<file path="config.mk">
export PLATFORM = sky130hd
export DESIGN_NAME = prbs31_predict
export DESIGN_NICKNAME = d
export VERILOG_FILES = /design/src/rtl/prbs_pkg.sv /design/src/rtl/prbs_word_checker_predict.sv
export SDC_FILE = /design/constraint.sdc
export NUM_CORES = 1
export LEC_CHECK = 0
export CORE_ASPECT_RATIO = 0.5
export CORE_UTILIZATION = 24
export DETAILED_ROUTE_END_ITERATION = 10
export PLACE_DENSITY = 0.87
export SLEW_MARGIN = 20
export SYNTH_ARGS = -nofsm -noshare
export SYNTH_HDL_FRONTEND = slang
export SYNTH_SLANG_ARGS = --single-unit
</file>
<file path="constraint.sdc">
create_clock -name vclk -period 1.24
set_input_delay 0.248 -clock vclk [all_inputs]
set_output_delay 0.248 -clock vclk [all_outputs]
set_load 0.005 [all_outputs]
</file>
<file path="src/rtl/prbs_pkg.sv">
// Shared PRBS-31 constants, checker state type and word-level helper functions.
package prbs_pkg;

  localparam int PRBS31_LEN = 31;
  localparam int PRBS31_TAP = 28;
  // Widest word the helpers support; callers zero-extend / truncate to their width.
  localparam int MAX_W      = 256;
  localparam int POP_W      = 9;   // $clog2(MAX_W+1)

  typedef enum logic {
    HUNT   = 1'b0,
    LOCKED = 1'b1
  } state_t;

  // Next `width` PRBS-31 bits following seed (seed[30] is the most recent bit).
  // Bit 0 of the result is earliest in time. Bits at and above `width` are zero.
  function automatic logic [MAX_W-1:0] prbs31_next_word(input logic [PRBS31_LEN-1:0] seed,
                                                        input int width);
    logic [MAX_W+PRBS31_LEN-1:0] hist;
    logic [MAX_W-1:0]            word;
    hist                   = '0;
    hist[PRBS31_LEN-1:0]   = seed;
    word                   = '0;
    for (int i = 0; i < MAX_W; i++) begin
      // s[n] = s[n-31] ^ s[n-28]
      hist[PRBS31_LEN+i] = hist[i] ^ hist[i+PRBS31_LEN-PRBS31_TAP];
      if (i < width) word[i] = hist[PRBS31_LEN+i];
    end
    return word;
  endfunction

  function automatic logic [POP_W-1:0] popcount(input logic [MAX_W-1:0] v);
    logic [POP_W-1:0] cnt;
    cnt = '0;
    for (int i = 0; i < MAX_W; i++) cnt = cnt + POP_W'(v[i]);
    return cnt;
  endfunction

endpackage

</file>
<file path="src/rtl/prbs_word_checker_predict.sv">
// prbs31_predict: combinational seed -> predicted word and the seed that follows it.
module prbs31_predict
  import prbs_pkg::*;
#(
  parameter int DATA_W = 64
) (
  input  logic [PRBS31_LEN-1:0] seed,
  output logic [DATA_W-1:0]     pred,
  output logic [PRBS31_LEN-1:0] next_seed
);

  assign pred      = DATA_W'(prbs31_next_word(seed, DATA_W));
  // The last 31 predicted bits are the history for the following word.
  assign next_seed = pred[DATA_W-1 -: PRBS31_LEN];

endmodule

</file>
## Word level (Yosys, flattened, before mapping)

Cells that the tools add are included.

- Register bits: 0
- Input port bits: 31
- Output and inout port bits: 95
- Word-level logic and storage cells: 64

- Bitwise operators: 64

Operators by type and width:

| cell | number |
|---|---|
| $xor A1 B1 Y1 | 64 |

## Logic depth before layout (Yosys ltp)

Gate-level depths: netlist of the first run.

- Depth after elaboration: 3
- Depth in mapped cells: 3
- Gate-level depth less buffers: 2

## Least setup slack after synthesis of the first run

OpenSTA, ideal clock, no wires.

- Path kind: input-to-output
- Start point: in seed[2]
- End point: out pred[58]
- Arrival: 850 ps
- Required time: 992 ps
- Setup slack: 142 ps
- Cell stages on the path: 3
- Path buffers: 1
- Cell sequence: xnor2_1 > xnor2_1 > buf_4

- Word-level cells in the longest chain between the ends: 3

Ends and longest elaborated chain:

| element | RTL line | source |
|---|---|---|
| start, declared | prbs_word_checker_predict.sv:7 | `input logic [PRBS31_LEN-1:0] seed,` |
| $xor A1 B1 Y1 (3 in series) | prbs_pkg.sv:26 | `hist[PRBS31_LEN+i] = hist[i] ^ hist[i+PRBS31_LEN-PRBS31_TAP];` |
| end, declared | prbs_word_checker_predict.sv:8 | `output logic [DATA_W-1:0] pred,` |

No other way between the ends.

## Worst setup path in the final report of the first run

- Start point: in seed[4]
- End point: out next_seed[24]

- Word-level cells in the longest chain between the ends: 3

Ends and longest elaborated chain:

| element | RTL line | source |
|---|---|---|
| $xor A1 B1 Y1 (3 in series) | prbs_pkg.sv:26 |  |
| end, declared | prbs_word_checker_predict.sv:9 | `output logic [PRBS31_LEN-1:0] next_seed` |

No other way between the ends.

==> flow_summary.toml, run 1 <==
[route]
finalWirelength_um = 3510
post_drt_via_cell_ratio = 3.85
ant_nets = 0
route.detailed.drc = 2
drtIter0Drc = 12
wl_per_cell_um = 13.4
firstDrtPassIters = 9
via_count = 1009

[worst_setup_path]
crit_start = "seed[4]"
crit_arrival_ns = 0.99
setup.worst_path.end = "next_seed[24]"
endpoint_kind = "output pin"
critPathKind = "primary input to output pin"
critPathRequiredTime_ns = 0.99
critPathLaunchType = "primary input"
crit_path_max_incr_delay_ns = 0.14
crit_top_cell = "buf_6"
crit_chain = "buf_12 -> xnor2_4 -> buf_6 -> xnor2_2 -> buf_4 -> buf_6"
crit_fanout = 3
slowest_stage = "xnor2_4"

[sta]
finalCritPeriodShare = 1.00
rsz0062_at_grt = "true"
hold_violations = 0
max_freq_mhz = 806
slew-limit-headroom = 0.826
slew_viol_final = 0
setup_viol = 1
period_needed_ns = 1.24
fin_ws_ns = -0.000148
tightest_slew_ns = 0.262
tns_ns = -0.000148

[global_route]
grt_max_degree = 5
grt_pass1_vias = 1028
grt_antenna_before_repair = 0
grt_usage = 0.184
grt_pass1_wl_um = 5310
grt_overflow = 0

[cells_and_area]
stdcell_count = 262
fin_nets = 255
postLayoutCoreUtil = 0.709
fillers = 269
seq_area_um2 = 0
seq_cells = 0
layout_commonest_cell = "dlygate4sd2_1"
area_growth_pct = 170
final_layout_size_suffix_gt1_frac = 0.514
final_area_um2 = 2210
n_clock_buffer = 0
diodes = 0
layout_common_cells = "dlygate4sd2_1, xor2_1, buf_4, buf_2, xor2_2"
multi_input_area_um2 = 850

[hold_path]
hp-class = "primary input to output pin"
whs_path_depth = 3

[power]
p_leak_nw = 1.13
ir_worst_vdd_mv = 0.245
power.density_nw_per_um2 = 516

[placement]
gp_congestion = 0.737
placed_area_um2 = 2030
place_inst = 250
portBuffers = 126
place_ws_ns = -0.839
place_hpwl_um = 2850

[floorplanning]
core_um2 = 3120
dieArea_um2 = 3670
initial_utilization = 0.263
die_x_um = 84.6
io_pins = 126
die_h_um = 43.3
rows = 14

[yosys]
synth_top_cell_by_area = "xor2_1"
synth.yosys.seq_area_share = 0
syn_inst = 98
ys_warn_count = 0
yosysTopAreaCellShare = 0.566
synth_area_leaders = "xor2_1, buf_4, xnor2_1"
synth_cell_types = 5
synth_fp_nets = 129
synth_area_per_cell_um2 = 8.36
synth.cell_area_um2 = 820

[status]
status = "complete, but fails checks"
violations = "DRC, setup timing"

[job]
drv_cap = 0
==> worst max-delay path: cells and delay by family <==
family / cells / cell delay [ns]
buffers and inverters: 4 / 0.47
XOR/XNOR: 2 / 0.26
==> cell type report <==
cell class / instances / share of cell area
tap: 40 / 0.0226
timing repair buffer: 155 / 0.588
multi-input combinational: 64 / 0.384
inverter: 3 / 0.00509
==> layer usage <==
layer	up-vias	track usage	share of wire
li1	493	-	-
met1	487	0.205	0.37
met2	29	0.418	0.61
met3	0	0.00195	0.024
met4	0	0	0
met5	-	0	0
==> Yosys cell counts, drive strengths merged <==
| cell type | n |
|---|---|
| buf | 31 |
| inv | 3 |
| xnor2 | 11 |
| xor2 | 53 |
==> repair_timing <==
| action | CTS | global route |
|---|---|---|
| pin swaps | 27 | 8 |
| resized for setup | 324 | 38 |
| setup endpoints to repair | 95 | 26 |
| hold buffers | 0 | 0 |
| setup buffers | 15 | 0 |
==> cell families (layout without fill, tap and decap cells) <==
group     after synthesis  count (layout)  share of synthesized area
buf+inv                34             158                      0.298
xor+xnor               64              64                      0.702
==> worst min-delay path by stage <==
stage / slack [ns] / end / start
floorplan: 0.55 / pred[10] / seed[13]
global placement: 1.58 / pred[61] / seed[30]
detailed placement: 1.57 / next_seed[28] / seed[30]
CTS: 0.83 / next_seed[25] / seed[27]
global route: 0.86 / next_seed[25] / seed[27]
finish: 0.84 / next_seed[25] / seed[27]
==> metrics by stage <==
| step | hold WS, ns | power, mW |
|---|---|---|
| CTS | 0.835 | 1.10 |
| global placement | 1.58 | 1.20 |
| global route | 0.858 | 1.22 |
| floorplan | 0.547 | 0.430 |
| finish | 0.838 | 1.14 |
| detailed placement | 1.57 | 1.22 |
==> where the power goes <==
part           total [mW]  switching [mW]  internal, mW  leakage (nW)
Sequential              0               0             0             0
Combinational        1.14           0.466         0.674          1.13
Clock                   0               0             0             0
Total                1.14           0.466         0.674          1.13
(Power assumes the default switching activity.)
==> run 2, diff against run 1 <==
- GPL_ROUTABILITY_DRIVEN: unset -> 0
==> results of run 2 <==
Final layout, timing and power as in run 1 (identical DEF).
==> run 3, diff against run 2 <==
- GPL_TIMING_DRIVEN: unset -> 0
- clock period: 1.24 -> 1.37 ns (I/O delays scaled with it)
==> flow_summary.toml, run 3 (same netlist as run 1, synthesis figures left out) <==
[status]
violations = "setup timing"
status = "complete, but fails checks"

[placement]
place_inst = 264
portBuffers = 126
placed_area_um2 = 2130
place_hpwl_um = 2780

[power]
total_power_mw = 1.15
p_leak_nw = 1.31
ir_worst_vdd_mv = 0.252
power.density_nw_per_um2 = 476

[cells_and_area]
stdcell_count = 272
fillers = 235
fin_nets = 265
final_layout_size_suffix_gt1_frac = 0.509
diodes = 0
seq_area_um2 = 0
n_clock_buffer = 0
final_area_um2 = 2410
seq_cells = 0
layout_commonest_cell = "dlygate4sd2_1"
area_growth_pct = 194
layout_common_cells = "dlygate4sd2_1, buf_4, xor2_2, xor2_1, dlymetal6s2s_1"
postLayoutCoreUtil = 0.773

[sta]
tightest_slew_ns = 0.200
slew-limit-headroom = 0.866
finalCritPeriodShare = 1.05
slew_viol_final = 0
hold_violations = 0
setup_viol = 1
period_needed_ns = 1.44
fin_ws_ns = -0.0653
max_freq_mhz = 697

[floorplanning]
initial_utilization = 0.263
die_x_um = 84.6
core_um2 = 3120
rows = 14
die_h_um = 43.3
dieArea_um2 = 3670
io_pins = 126

[worst_setup_path]
crit_arrival_ns = 1.16
endpoint_kind = "output pin"
critPathKind = "primary input to output pin"
slowest_stage = "clkdlybuf4s50_1"
crit_fanout = 4
critPathLaunchType = "primary input"
crit_chain = "buf_4 -> xor2_1 -> clkdlybuf4s50_1"
critPathRequiredTime_ns = 1.10
crit_path_max_incr_delay_ns = 0.56

[global_route]
grt_antenna_before_repair = 0
grt_pass1_wl_um = 5450
grt_usage = 0.190
grt_overflow = 0
grt_max_degree = 5
grt_pass1_vias = 1066

[hold_path]
hold_path_end = "pred[31]"
min-delay-start = "seed[6]"
hp-class = "primary input to output pin"
whs_path_depth = 3

[route]
route.detailed.drc = 0
ant_nets = 0
finalWirelength_um = 3910
wl_per_cell_um = 14.4
via_count = 1069
drtIter0Drc = 10
firstDrtPassIters = 6
post_drt_via_cell_ratio = 3.93

[job]
drv_cap = 0
==> run 3: changes by cell type in the layout (fill, tap and decap cells not counted), moves of 2 or more <==
cell,delta
buf_4,+30
buf_2,-22
dlymetal6s2s_1,+15
dlygate4sd2_1,-10
buf_6,-6
xor2_1,-6
xor2_2,+6
clkdlybuf4s50_1,+4
clkdlybuf4s15_2,-3
xnor2_1,+2
==> run 3: how the worst max path moves through the flow <==
stage               startpoint       end  slack (ns)
floorplan              seed[2]  pred[58]        0.22
global placement       seed[8]  pred[61]       -0.92
detailed placement     seed[8]  pred[61]       -0.94
CTS                    seed[8]  pred[61]       -0.02
global route          seed[22]  pred[19]       -0.10
finish                seed[22]  pred[19]       -0.07
==> run 3: worst max-delay path, delay by kind of cell <==
family | cells | cell delay [ns]
XOR/XNOR | 1 | 0.19
buffers and inverters | 2 | 0.70
==> run 3: timing repair <==
| item | 4_1_cts | 5_1_grt |
|---|---|---|
| buffers inserted | 13 | 2 |
| hold endpoints to repair | 0 | 0 |
| gates resized for setup | 315 | 32 |
| hold buffers | 0 | 0 |
| setup endpoints to repair | 95 | 29 |
| pin swaps | 37 | 10 |
==> run 3: area by class of cell <==
class / instances / area [um^2] / area share
Buffer: 27 / 203 / 0.0841
Inverter: 3 / 11.3 / 0.00467
Multi-Input combinational cell: 64 / 868 / 0.360
Tap cell: 40 / 50.0 / 0.0208
Timing Repair Buffer: 138 / 1280 / 0.530
==> run 3: stage by stage <==
step	setup slack, ns	TNS [ns]	hold WS (ns)
final	-0.0653	-0.0653	0.855
after global routing	-0.101	-0.101	0.884
after detailed placement	-0.942	-55.69	1.60
after global placement	-0.921	-54.14	1.61
after CTS	-0.0154	-0.0154	0.893
after floorplan	0.220	0	0.599
==> run 3: per-layer routing <==
metal,global-route usage,wire [um]
met4,0.0136,29
met5,0,0
met3,0,83
met2,0.423,2410
met1,0.214,1390
==> run 3: power breakdown <==
group	switching [mW]	leakage, nW	internal, mW	total, mW
combinational	0.441	1.31	0.706	1.15
clock	0	0	0	0
sequential	0	0	0	0
total	0.441	1.31	0.706	1.15
